File: src/rtl/peripheral_sqrt_mmio.sv
// Memory-mapped integer square-root peripheral: A / INIT / RESULT / DONE registers
// around a restoring digit-by-digit core that produces one root bit per clock.
module peripheral_sqrt_mmio #(
   parameter int unsigned WIDTH = 16
) (
   input  logic             clk,
   input  logic             reset,
   input  logic [WIDTH-1:0] d_in,
   input  logic             cs,
   input  logic [4:0]       addr,
   input  logic             rd,
   input  logic             wr,
   output logic [31:0]      d_out
);

   localparam int unsigned RW = WIDTH / 2;
   localparam int unsigned CW = $clog2(RW + 1);
   localparam int unsigned DW = 32;

   localparam logic [2:0] REG_A      = 3'd1;
   localparam logic [2:0] REG_INIT   = 3'd3;
   localparam logic [2:0] REG_RESULT = 3'd4;
   localparam logic [2:0] REG_DONE   = 3'd5;

   typedef enum logic [1:0] {
      IDLE    = 2'd0,
      LOAD    = 2'd1,
      CALC    = 2'd2,
      DONE_ST = 2'd3
   } state_t;

   state_t          r_state;
   logic [WIDTH-1:0] r_a;
   logic [WIDTH-1:0] r_op;
   logic [RW+1:0]    r_rem;
   logic [RW-1:0]    r_root;
   logic [RW-1:0]    r_result;
   logic [CW-1:0]    r_count;
   logic             r_done;
   logic [DW-1:0]    r_dout;

   logic             w_rd;
   logic             w_wr;
   logic [2:0]       w_reg;
   logic             w_start;
   logic [RW+1:0]    w_rem_sh;
   logic [RW+1:0]    w_trial;
   logic             w_ge;
   logic             w_done_nxt;
   logic [RW-1:0]    w_result_nxt;
   logic [DW-1:0]    w_rdata;
   logic             w_unused;

   // Bus decode; a simultaneous read and write is treated as a read only.
   assign w_rd    = cs & rd;
   assign w_wr    = cs & wr & ~rd;
   assign w_reg   = addr[4:2];
   assign w_start = w_wr && (w_reg == REG_INIT) && d_in[0];

   // One restoring step: bring down two operand bits and try subtracting {root, 01}.
   assign w_rem_sh = {r_rem[RW-1:0], r_op[WIDTH-1 -: 2]};
   assign w_trial  = {r_root, 2'b01};
   assign w_ge     = (w_rem_sh >= w_trial);

   // Status values as they stand after this edge, so a read sees the update it coincides with.
   assign w_done_nxt   = (r_state == DONE_ST) ? 1'b1 :
                         (r_state == LOAD)    ? 1'b0 : r_done;
   assign w_result_nxt = (r_state == DONE_ST) ? r_root : r_result;

   always_comb begin
      w_rdata = '0;
      case (w_reg)
         REG_A:      w_rdata = DW'(r_a);
         REG_RESULT: w_rdata = DW'(w_result_nxt);
         REG_DONE:   w_rdata = DW'(w_done_nxt);
         default:    w_rdata = '0;
      endcase
   end

   always_ff @(posedge clk or negedge reset) begin
      if (!reset) begin
         r_state  <= IDLE;
         r_a      <= '0;
         r_op     <= '0;
         r_rem    <= '0;
         r_root   <= '0;
         r_result <= '0;
         r_count  <= '0;
         r_done   <= 1'b0;
         r_dout   <= '0;
      end else begin
         if (w_wr && (w_reg == REG_A)) r_a <= d_in;
         r_dout   <= w_rd ? w_rdata : '0;
         r_done   <= w_done_nxt;
         r_result <= w_result_nxt;
         case (r_state)
            IDLE: begin
               if (w_start) r_state <= LOAD;
            end
            LOAD: begin
               r_op    <= r_a;
               r_rem   <= '0;
               r_root  <= '0;
               r_count <= CW'(RW);
               r_state <= CALC;
            end
            CALC: begin
               r_op    <= {r_op[WIDTH-3:0], 2'b00};
               r_rem   <= w_ge ? (w_rem_sh - w_trial) : w_rem_sh;
               r_root  <= {r_root[RW-2:0], w_ge};
               r_count <= r_count - CW'(1);
               if (r_count == CW'(1)) r_state <= DONE_ST;
            end
            DONE_ST: begin
               r_state <= IDLE;
            end
            default: r_state <= IDLE;
         endcase
      end
   end

   // The remainder never exceeds 2*root, so its top bits are never shifted up.
   assign w_unused = ^{addr[1:0], r_rem[RW+1:RW]};

   assign d_out = r_dout;

endmodule

File: config.mk
export PLATFORM = sky130hd
export DESIGN_NAME = peripheral_sqrt_mmio
export DESIGN_NICKNAME = d
export VERILOG_FILES = /design/src/rtl/peripheral_sqrt_mmio.sv
export SDC_FILE = /design/constraint.sdc
export NUM_CORES = 1
export LEC_CHECK = 0
export CAP_MARGIN = 10
export CORE_UTILIZATION = 54
export CTS_BUF_LIST = sky130_fd_sc_hd__clkbuf_16
export CTS_CLUSTER_SIZE = 14
export DETAILED_ROUTE_END_ITERATION = 8
export PLACE_DENSITY = 0.86
export SLEW_MARGIN = 25
export SYNTH_ARGS = -nofsm -noshare
export SYNTH_HDL_FRONTEND = slang
export SYNTH_SLANG_ARGS = --single-unit
File: constraint.sdc
create_clock -name clk -period 2.95 [get_ports clk]
set_input_delay 0.885 -clock clk [delete_from_list [all_inputs] [get_ports clk]]
set_output_delay 0.885 -clock clk [all_outputs]
set_load 0.03 [all_outputs]
==> results of run 1 <==
[critical path, cell delays in order]
cell and delay, ns:
clkdlybuf4s50_1 0.54, nor2b_1 0.25, nand4b_1 0.14, or2_1 0.22
buf_4 0.22, mux2_4 0.33
[per-layer routing]
metal / vias to the layer above / GRT usage (%) / routed length [um]
met4: 0 / 7.576 / 116
met5: - / 0 / 0
li1: 1253 / - / -
met1: 1325 / 31.57 / 3472
met2: 75 / 38.31 / 4162
met3: 10 / 5.810 / 308
[cells in the mapped netlist]
cell / n / share of area [%]
a2111oi_2: 1 / 0.39
a211oi_1: 1 / 0.19
a21oi_1: 21 / 2.7
a22oi_1: 7 / 1.4
a311oi_1: 1 / 0.23
a41oi_1: 1 / 0.23
and2b_1: 1 / 0.19
and3_1: 8 / 1.3
and4_1: 1 / 0.23
buf_1: 3 / 0.29
buf_2: 1 / 0.13
buf_4: 18 / 3.5
buf_6: 2 / 0.58
clkbuf_1: 9 / 0.87
conb_1: 1 / 0.097
dfrtp_1: 79 / 51
ha_1: 16 / 5.2
inv_1: 26 / 2.5
mux2_1: 1 / 0.29
mux2_2: 16 / 4.7
mux2_4: 10 / 3.9
mux2i_1: 20 / 5.2
nand2_1: 9 / 0.87
nand2b_1: 2 / 0.32
nand3_1: 10 / 1.3
nand3b_1: 3 / 0.58
nand4_1: 3 / 0.49
nand4b_1: 1 / 0.23
nor2_1: 31 / 3.0
nor2b_1: 3 / 0.49
nor3_1: 2 / 0.26
nor3b_2: 1 / 0.32
o211ai_1: 2 / 0.39
o21a_1: 2 / 0.39
o21ai_0: 15 / 1.9
o21ai_1: 2 / 0.26
o221ai_2: 1 / 0.39
o22ai_1: 7 / 1.1
o31ai_1: 1 / 0.19
o32a_1: 1 / 0.26
or2_1: 2 / 0.32
or4b_1: 1 / 0.26
xnor2_1: 3 / 0.68
xor2_1: 3 / 0.68
[logic make-up after synthesis]
family | Yosys count | share of synthesized area, %
AND/OR/NAND/NOR | 78 | 10.17
other | 1 | 0.09709
XOR/XNOR | 6 | 1.361
multiplexers | 47 | 14.03
buffers and inverters | 59 | 7.904
flip-flops | 79 | 51.18
adder cells (fa/ha/maj) | 16 | 5.183
AO/OA/AOI/OAI | 63 | 10.07
[layout make-up]
type	count	area share, %
sequential	79	43.03
multi-input combinational	226	35.62
timing repair buffer	46	10.13
clock buffer	9	4.902
tap	96	2.614
inverter	26	2.124
clock inverter	7	1.580
[through the flow]
stage               setup slack [ns]  hold WS, ns  util, %  cell area [um2]  instances
floorplan                     0.8117       0.4718        -             3919        364
global placement              0.2744       0.4869    62.55             4297        473
detailed placement            0.2612       0.4890    62.55             4297        473
CTS                           0.5669       0.5020    66.89             4594        489
global route                  0.4771       0.5274    66.89             4594        489
finish                        0.5660       0.5016    66.89             4594        489
[flip-flops by register name, summed over array words and instances, names as in the netlist]
signal and cells:
r_rem 8, r_done 1, r_op 16, d_out 16, r_state 2, r_a 16
r_count 4, r_result 8, r_root 8
[how the worst min path moves through the flow]
stage	from	end	slack (ns)	depth (start not counted)
after floorplan	r_done	r_done	0.47	1
after global placement	r_result[4]	r_result[4]	0.49	1
after detailed placement	r_result[2]	r_result[2]	0.49	1
after CTS	r_result[2]	r_result[2]	0.50	1
after global routing	r_done	r_done	0.53	1
final	r_result[2]	r_result[2]	0.50	1
[report_power, final]
group | switching [W] | total, W | leakage (nW) | internal (W)
clock | 0.000442 | 0.00110 | 0.143 | 0.000656
combinational | 0.00132 | 0.00234 | 0.955 | 0.00102
sequential | 0.000203 | 0.00157 | 1.04 | 0.00137
==> flow_summary_export.csv, run 1 <==
group,metric,value,unit
power_and_ir_drop,vdd_drop_max,0.9746,mV
sta,setup_viol,0,
grt,antenna_found_initial,0,
critical_path,worst_ep_required_time,3.16,ns
clocking,insertion_delay,0.33,ns
clocking,htreeDepth,3,
clocking,hold_buffers,0,
die,core-area,6869,um2
power_and_ir_drop,p_leak,2.135,nW
placed_design,io_buffer_count,39,
die,dieHeight,86.58,um
sta,timing.fmax,419.5,MHz
die,floorplan.initialDensity,56.23,%
power_and_ir_drop,power_density,1089,nW/um2
sta,maxSlewViolCount,0,
critical_path,path_max_fanout,16,
critical_path,reg2reg_to,"r_rem[1]",
layout,ff_latch_area,1977,um2
layout,final_net_count,430,
placed_design,gp_congestion,0.7976,
sta,fin_crit_sh,80.82,%
layout,multi_input_area,1637,um2
die,die_area,7495,um2
run_status,status,"completed",
critical_path,crit_path_end_kind,"flop",
clocking,cts_setup_buffers,0,
synth,ys_ff_latch,79,
synth,syn-mean-instance-area,11.07,um2
worst_hold_path,hold_path.class,"reg -> reg",
layout,layout-drive-gt1-share,13.23,%
critical_path,critPathLaunchType,"input port",
die,die_w,86.58,um
synth,syn_area,3862,um2
die,row_count,30,
sta,layout_min_cycle_time,2.384,ns
placed_design,hpwlAfterDp,5029,um
grt,grt_pass1_wl,13380,um
grt,gr-total-overflow,0,
drt,drt-total-wl,8060,um
sta,timing_hold_violations_final,0,
critical_path,crit_arrival,2.60,ns
critical_path,r2r_slack,0.65,ns
synth,synth_cells,349,
critical_path,path_class,"in -> reg",
drt,wire_per_inst,16.48,um
clocking,clock_path_buffers,2,
sta,finClkSkew,0.006068,ns
clocking,cts_made_buffers,9,
flow_run,cap_violations,0,
drt,drt-initial-drc-count,173,
layout,area_growth,18.95,%
layout,fillers,450,
synth,yosysWarnings,0,
clocking,cts_tree,"yes",
critical_path,crit_path_end,"r_a[2]",
critical_path,r2r-start,"r_rem[4]",
layout,antenna_cells,0,
clocking,clkTransAtPathRegs,0.06,ns
drt,final_antenna_net_count,0,
drt,drt-vias-per-instance,5.446,
clocking,clock-sinks,79,
grt,grt_max_degree,54,
power_and_ir_drop,finalPower,0.005004,W
layout,final_cell_mix,"79 x dfrtp_1, 38 x clkdlybuf4s50_1, 31 x nor2_1",
critical_path,reg2reg_depth,7,
critical_path,critPathLaunch,"addr[2]",
drt,first_pass_iters,4,
grt,gr-usage-all-layers,23.68,%
synth,seq_area_frac_synth,51.18,%
die,io-pin-count,58,
synth,ys_types,44,
sta,rsz0062_at_grt,"false",
sta,timing.setup.tns,0,ns
sta,tightestPinTransition,0.6806,ns
grt,grt_pass1_vias,2682,
clocking,cts_root_buf,"clkbuf_16",
layout,final_common_cell,"dfrtp_1",
clocking,cts.repair.resized,0,
sta,relSlewSlack,54.32,%
drt,drc_errors,0,
drt,vias,2663,
No activity file was read; power rests on OpenSTA's default activity.
==> inputs of run 2 (changes only) <==
Clock period 2.95 ns to 2.4 ns, I/O delays scaled along.
==> run 2 against run 1 <==
Compared with the run above:
- non-clock buffer count grew 9
- first-iteration DRC count fell by 6.9%
- utilization increased by 1.1 points
- critical path type is now reg -> reg
==> flow_summary_export.csv, run 2 (synthesized netlist as in run 1, its figures left out) <==
group,metric,value,unit
grt,gr-total-overflow,0,
sta,layout_min_cycle_time,2.287,ns
drt,drt-total-wl,8148,um
placed_design,gp_congestion,0.7690,
grt,grt_max_degree,49,
critical_path,path_class,"reg -> reg",
drt,final_antenna_net_count,0,
critical_path,crit_arrival,2.48,ns
clocking,clock-sinks,79,
grt,gr-usage-all-layers,23.81,%
clocking,clkTransAtPathRegs,0.06,ns
power_and_ir_drop,p_leak,2.172,nW
die,die_w,86.58,um
layout,antenna_cells,0,
layout,ff_latch_area,1977,um2
clocking,cts_made_buffers,9,
sta,maxSlewViolCount,0,
clocking,htreeDepth,3,
grt,antenna_found_initial,0,
clocking,cts_root_buf,"clkbuf_16",
die,die_area,7495,um2
die,floorplan.initialDensity,56.23,%
layout,final_net_count,439,
drt,drc_errors,0,
clocking,cts_tree,"yes",
layout,final_common_cell,"dfrtp_1",
grt,grtUsageMet3,7.619,%
sta,timing_hold_violations_final,0,
layout,utilization,67.96,%
die,core-area,6869,um2
power_and_ir_drop,finalPower,0.006438,W
clocking,clock_path_buffers,2,
die,row_count,30,
sta,fin_ws,0.1132,ns
layout,final_cell_mix,"79 x dfrtp_1, 38 x clkdlybuf4s50_1, 31 x nor2_1",
drt,first_pass_iters,4,
power_and_ir_drop,power_density,1379,nW/um2
power_and_ir_drop,vdd_drop_max,0.9290,mV
sta,timing.fmax,437.3,MHz
worst_hold_path,hold_path.class,"in -> async",
run_status,status,"completed",
drt,wire_per_inst,16.39,um
critical_path,worst_ep_required_time,2.59,ns
sta,relSlewSlack,61.32,%
critical_path,path_max_fanout,5,
clocking,insertion_delay,0.33,ns
sta,finClkSkew,0.008113,ns
layout,fillers,467,
grt,use_met1,28.96,%
placed_design,dp_slack,-0.1610,ns
drt,vias,2730,
grt,grt.busiest_layer,"met2",
grt,grt_pass1_vias,2771,
sta,tightestPinTransition,0.5802,ns
sta,setup_viol,0,
die,dieHeight,86.58,um
placed_design,io_buffer_count,39,
sta,fin_crit_sh,95.28,%
drt,drt-initial-drc-count,161,
die,io-pin-count,58,
layout,area_growth,20.86,%
drt,drt-vias-per-instance,5.493,
placed_design,hpwlAfterDp,5372,um
sta,timing.setup.tns,0,ns
layout,multi_input_area,1649,um2
grt,grt_pass1_wl,13340,um
flow_run,cap_violations,0,
critical_path,crit_path_end_kind,"flop",
grt,groute.layer.met2.usage,38.24,%
critical_path,critPathLaunchType,"flop",
layout,layout-drive-gt1-share,15.21,%
## run 2: cell types whose count changed in the layout (fill, tap and decap cells not counted)
cell / previous run / this run
clkinvlp_4: 1 / 3
a2111oi_2: 1 / 0
clkdlybuf4s15_2: 0 / 1
a2111oi_4: 0 / 1
buf_4: 6 / 14
inv_6: 1 / 0
clkinv_2: 1 / 2
clkinv_1: 1 / 0
clkinv_4: 2 / 0
## run 2: worst paths after layout
| kind | startpoint | to | slack [ns] | depth (start not counted) |
|---|---|---|---|---|
| setup / recovery | r_root[1] | r_rem[3] | 0.11 | 8 |
| hold / removal | reset | r_op[1] | 0.31 | 1 |
| setup reg to reg | r_root[1] | r_rem[3] | 0.11 | 8 |
| hold reg to reg | r_result[2] | r_result[2] | 0.50 | 1 |
| max in group asynchronous | reset | r_result[1] | 1.50 | 2 |
| min in group clk | r_result[2] | r_result[2] | 0.50 | 1 |
## run 2: stage by stage
| step | instance area [um2] | hold slack (ns) | instances |
|---|---|---|---|
| finish | 4668 | 0.3140 | 497 |
| global route | 4668 | 0.3417 | 497 |
| CTS | 4629 | 0.3198 | 494 |
| detailed placement | 4342 | 0.4935 | 479 |
| global placement | 4342 | 0.4851 | 479 |
| floorplan | 3919 | 0.4244 | 364 |
## run 2: area by class of cell
| type | count | share of cell area (%) |
|---|---|---|
| sequential | 79 | 42.35 |
| timing repair buffer | 55 | 11.50 |
| multi-input combinational | 226 | 35.33 |
| inverter | 26 | 2.091 |
| clock buffer | 9 | 4.824 |
| clock inverter | 6 | 1.340 |
| tap | 96 | 2.573 |
## run 2: per-layer routing
layer	share of wire, %	vias up
li1	-	1270
met1	40	1341
met2	51	93
met3	5.2	26
met4	3.4	0
met5	0	-
## run 2: critical path, stage by stage (launching register included)
cell and delay [ns]:
dfrtp_1 0.38, inv_1 0.08, ha_1 0.36, a21oi_1 0.18, o21ai_1 0.15, a2111oi_4 0.38
clkdlybuf4s15_2 0.33, mux2i_1 0.21, o22ai_1 0.08
## run 2: timing repair
item	CTS	global route
setup endpoints to repair	0	1
resized for setup	0	1
hold buffers	0	0
buffers inserted	0	2
## run 2: report_power, final
group / switching [W] / leakage, nW / internal, W
clock: 0.000522 / 0.133 / 0.000794
sequential: 0.000241 / 1.04 / 0.00168
combinational: 0.00176 / 1.00 / 0.00144
